[src/rtl/demux2x4_buffered.sv]
// Buffered 1-to-2 stream demultiplexer: each input word is steered by S into
// one of two independent circular FIFOs, each with its own ready/valid drain.

module demux2x4_buffered_fifo #(
  parameter int unsigned WIDTH = 4,
  parameter int unsigned DEPTH = 2
) (
  input  logic                   clk_i,
  input  logic                   rst_ni,
  input  logic                   push_i,
  input  logic [WIDTH-1:0]       data_i,
  input  logic                   rd_ready_i,
  output logic [WIDTH-1:0]       data_o,
  output logic                   valid_o,
  output logic                   full_o,
  output logic [$clog2(DEPTH):0] count_o
);

  localparam int unsigned PW = $clog2(DEPTH);
  localparam int unsigned CW = PW + 1;

  logic [WIDTH-1:0] mem_q [DEPTH];
  logic [PW-1:0]    wptr_q, wptr_d;
  logic [PW-1:0]    rptr_q, rptr_d;
  logic [CW-1:0]    cnt_q, cnt_d;
  logic             wr, rd;

  always_comb begin
    full_o  = (cnt_q == CW'(DEPTH));
    valid_o = (cnt_q != '0);
    data_o  = mem_q[rptr_q];
    count_o = cnt_q;
  end

  always_comb begin
    wr = push_i && !full_o;
    rd = valid_o && rd_ready_i;
  end

  // Pointers wrap naturally because DEPTH is a power of two.
  always_comb begin
    wptr_d = wptr_q;
    rptr_d = rptr_q;
    cnt_d  = cnt_q;
    if (wr) wptr_d = wptr_q + PW'(1);
    if (rd) rptr_d = rptr_q + PW'(1);
    unique case ({wr, rd})
      2'b10:   cnt_d = cnt_q + CW'(1);
      2'b01:   cnt_d = cnt_q - CW'(1);
      default: cnt_d = cnt_q;
    endcase
  end

  always_ff @(posedge clk_i) begin
    if (!rst_ni) begin
      for (int unsigned i = 0; i < DEPTH; i++) mem_q[i] <= '0;
      wptr_q <= '0;
      rptr_q <= '0;
      cnt_q  <= '0;
    end else begin
      if (wr) mem_q[wptr_q] <= data_i;
      wptr_q <= wptr_d;
      rptr_q <= rptr_d;
      cnt_q  <= cnt_d;
    end
  end

endmodule

module demux2x4_buffered #(
  parameter int unsigned WIDTH = 4,
  parameter int unsigned DEPTH = 2
) (
  input  logic                   CLK,
  input  logic                   RESETN,
  input  logic [WIDTH-1:0]       I,
  input  logic                   S,
  input  logic                   I_valid,
  output logic                   I_ready,
  output logic [WIDTH-1:0]       O0,
  output logic                   O0_valid,
  input  logic                   O0_ready,
  output logic [WIDTH-1:0]       O1,
  output logic                   O1_valid,
  input  logic                   O1_ready,
  output logic [$clog2(DEPTH):0] count0,
  output logic [$clog2(DEPTH):0] count1
);

  logic full0, full1;
  logic push0, push1;

  // I_ready depends only on S and the registered occupancy, never on the
  // output-side ready inputs, so a full channel cannot be refilled mid-pop.
  always_comb begin
    I_ready = S ? !full1 : !full0;
    push0   = I_valid && I_ready && !S;
    push1   = I_valid && I_ready && S;
  end

  demux2x4_buffered_fifo #(
    .WIDTH (WIDTH),
    .DEPTH (DEPTH)
  ) u_ch0 (
    .clk_i      (CLK),
    .rst_ni     (RESETN),
    .push_i     (push0),
    .data_i     (I),
    .rd_ready_i (O0_ready),
    .data_o     (O0),
    .valid_o    (O0_valid),
    .full_o     (full0),
    .count_o    (count0)
  );

  demux2x4_buffered_fifo #(
    .WIDTH (WIDTH),
    .DEPTH (DEPTH)
  ) u_ch1 (
    .clk_i      (CLK),
    .rst_ni     (RESETN),
    .push_i     (push1),
    .data_i     (I),
    .rd_ready_i (O1_ready),
    .data_o     (O1),
    .valid_o    (O1_valid),
    .full_o     (full1),
    .count_o    (count1)
  );

endmodule
[config.mk]
export PLATFORM = sky130hd
export DESIGN_NAME = demux2x4_buffered
export DESIGN_NICKNAME = d
export VERILOG_FILES = /design/src/rtl/demux2x4_buffered.sv
export SDC_FILE = /design/constraint.sdc
export NUM_CORES = 1
export LEC_CHECK = 0
export CORE_MARGIN = 1.5
export CORE_UTILIZATION = 53
export CTS_BUF_LIST = sky130_fd_sc_hd__clkbuf_16
export DETAILED_ROUTE_END_ITERATION = 6
export PLACE_DENSITY = 0.8
export SETUP_SLACK_MARGIN = 0.2
export SKIP_LAST_GASP = 1
export SLEW_MARGIN = 20
export SYNTH_ARGS = -nofsm -noshare
export SYNTH_HDL_FRONTEND = slang
export SYNTH_SLANG_ARGS = --single-unit
[constraint.sdc]
create_clock -name CLK -period 2.3 [get_ports CLK]
set_input_delay 0.46 -clock CLK [delete_from_list [all_inputs] [get_ports CLK]]
set_output_delay 0.46 -clock CLK [all_outputs]
set_load 0.02 [all_outputs]
==> flow_summary.ini <==
[outcome]
status = complete, no violations

[sta]
fin_tns_setup_ns = 0
finalSetupViolations = 0
max_slew.worst_pin.slew_ns = 0.444
relSlewSlack_pct = 70.3
min_period_ns = 2.02
post-route-period-util_pct = 87.8
hold_violations = 0
fmax_mhz = 495
clock_skew_ns = 0.00130
rsz0062_at_grt = false
slew_viol_final = 0

[run]
drv_cap = 0

[clock_tree]
cts-buffers-inserted = 3
h-tree-depth = 1
clkSinkCount = 26
cts_tree = yes
cts_hold_buf = 0
clk_latency_ns = 0.25
cts.clk_slew.worst_paths_ns = 0.06
root_buffer = clkbuf_16
clk_path_buf_depth = 2

[logic_synthesis]
synth_warnings = 0
synth_mux_area_share_pct = 7.47
avgSynthCellArea_sq_um = 12.7
synth_compound_area_share_pct = 5.81
ys_ff_latch = 26
synth_top_family_by_area = simple AND/OR/NAND/NOR gates
synth-adder-area-share_pct = 2.07
mappedNetlistArea_sq_um = 1210
synthCells = 95
ys_seq_area_share_pct = 56.4
synth-xor-area-share_pct = 4.36
synth_cell_types = 22
yosys.area_share.simple_pct = 23.5
syn-num-nets = 107

[hold_path]
min_from = u_ch1.count_o[1]$_SDFFE_PN0P_
hp-class = flop to flop
whs_path_depth = 2
hold_path_end = u_ch1.count_o[1]$_SDFFE_PN0P_

[finish]
drive_gt1_share_pct = 17.3
syn_to_final_growth_pct = 32.1
most-common-layout-cells = clkdlybuf4s50_1, and2_1, edfxtp_1, dfxtp_1, mux2_2
antenna-diode-count = 0
post-route-cell-area_sq_um = 1590
mostFrequentLayoutCell = clkdlybuf4s50_1
fin_nets = 140

[placed_design]
placedInstanceArea_sq_um = 1520
port_buffers = 24
hpwl_um = 1530
place_congestion = 0.799

[detailed_routing]
via_count = 789
routed_via_density = 5.09
wl_per_cell_um = 12.7
drtIter0Drc = 9
drc_errors = 0
drt_pre_antenna_iters = 4
antenna_left = 0
wl_um = 1960

[critical_path]
cp.arrival_ns = 1.56
r2r_setup_slack_ns = 0.60
rr_endpoint = u_ch1.count_o[1]$_SDFFE_PN0P_
critPathMaxStageDelay_ns = 0.54
path_cells = mux2_2 -> clkdlybuf4s50_1
cp-start-kind = flop
crit_buf_inv = 1
r2r-start = u_ch1.count_o[1]$_SDFFE_PN0P_
slowest_stage = clkdlybuf4s50_1
crit_type = flop to output port
critical_path_required_ns = 1.84
path_max_fanout = 4
worstSetupEndpointType = output port
r2r_cells = 5
crit_family = buffers and inverters

[die]
placementRows = 17
die_y_um = 50.7
io_pins = 25
chipWidth_um = 50.7
start_util_pct = 55.6
die-area_sq_um = 2570
coreArea_sq_um = 2170

[grt]
grt.total_usage_pct = 17.7
grt_max_degree = 15
grt_pass1_vias = 766
grt_pass1_wl_um = 3360
grt_overflow = 0
antenna_found_initial = 0

[pwr]
p_leak_nw = 0.603
max-vdd-ir-drop_mv = 0.700
p_per_area_nw_per_um2 = 1030
==> flip-flops by register name (all words and copies together), names as in the netlist, named ones only <==
| name | cells |
|---|---|
| u_ch0.wptr_q | 1 |
| u_ch0.mem_q | 8 |
| u_ch1.rptr_q | 1 |
| u_ch1.count_o | 2 |
| u_ch0.count_o | 2 |
| u_ch0.rptr_q | 1 |
| u_ch1.wptr_q | 1 |
| u_ch1.mem_q | 8 |
==> power by group <==
group | switching [mW] | total, mW | leakage (nW) | internal, mW
clock | 0.136 | 0.367 | 0.0385 | 0.232
combinational | 0.272 | 0.612 | 0.314 | 0.340
sequential | 0.0798 | 0.658 | 0.250 | 0.578
total | 0.487 | 1.64 | 0.603 | 1.15
==> Yosys cell counts (all sizes together) <==
cell	number	area, sq um
nor4b	2	30.0
nor2	1	3.75
a21boi	2	15.0
clkbuf	1	3.75
or3	2	12.5
nand3b	2	15.0
or2	2	12.5
and2	20	125
a21o	2	15.0
edfxtp	16	480
and4bb	1	12.5
o21ai	4	20.0
xnor2	6	52.6
mux2	8	90.1
o21a	2	15.0
dfxtp	10	200
nor4	1	12.5
nand2	1	3.75
nand2b	3	18.8
a21oi	1	5.00
nor2b	6	37.5
ha	2	25.0
==> worst reg2reg max path, delay by kind of cell, from the launching register on <==
family                     cells  cell delay, ns
DFF                            1            0.39
and+or+nand+nor                3            0.83
adders and majority gates      1            0.28
AOI/OAI and AO/OA              1            0.13
==> cell families (layout without fill, tap and decap cells) <==
group,after synthesis,after routing
simple gates,41,41
compound gates,11,11
buf+inv,1,33
fa+ha+maj,2,2
mux,8,8
xor+xnor,6,6
flops,26,26
==> through the flow <==
step,hold WS [ns],power [mW],utilization (%),cells,worst slack (ns)
global placement,0.507,1.27,69.8,151,0.0824
detailed placement,0.523,1.29,69.8,151,0.0476
floorplan,0.504,1.03,-,95,0.615
global route,0.588,1.73,73.4,155,0.232
CTS,0.534,1.65,73.4,155,0.272
finish,0.535,1.64,73.4,155,0.281
==> worst max-delay path by stage <==
| stage | slack [ns] | startpoint | end | depth (start not counted) |
|---|---|---|---|---|
| finish | 0.28 | flop | O1[3] | 2 |
| global route | 0.23 | flop | O1[3] | 2 |
| detailed placement | 0.05 | S | I_ready | 4 |
| global placement | 0.08 | S | I_ready | 4 |
| CTS | 0.27 | flop | O1[3] | 2 |
| floorplan | 0.62 | u_ch1.count_o[0]$_SDFFE_PN0P_ | u_ch1.count_o[1]$_SDFFE_PN0P_ | 5 |
==> metal layers <==
| metal | GRT usage (%) | vias up | part of all wire [%] |
|---|---|---|---|
| met5 | 0 | - | 0 |
| met2 | 28.9 | 22 | 50 |
| met3 | 3.87 | 4 | 4.7 |
| li1 | - | 399 | - |
| met4 | 8.56 | 0 | 2.0 |
| met1 | 22.3 | 364 | 43 |
==> timing repair <==
| item | in CTS | in global routing |
|---|---|---|
| gates resized for setup | 1 | 0 |
| setup endpoints to repair | 1 | 0 |
| buffers inserted | 0 | 0 |
==> layout make-up <==
cell class | instances | area (sq um)
Sequential cell | 26 | 681
Tap cell | 28 | 35.0
Clock buffer | 3 | 75.1
Timing Repair Buffer | 29 | 277
Fill cell | 162 | 577
Clock inverter | 1 | 3.75
Multi-Input combinational cell | 68 | 522
Note: power is estimated with default switching activity, not from simulation.
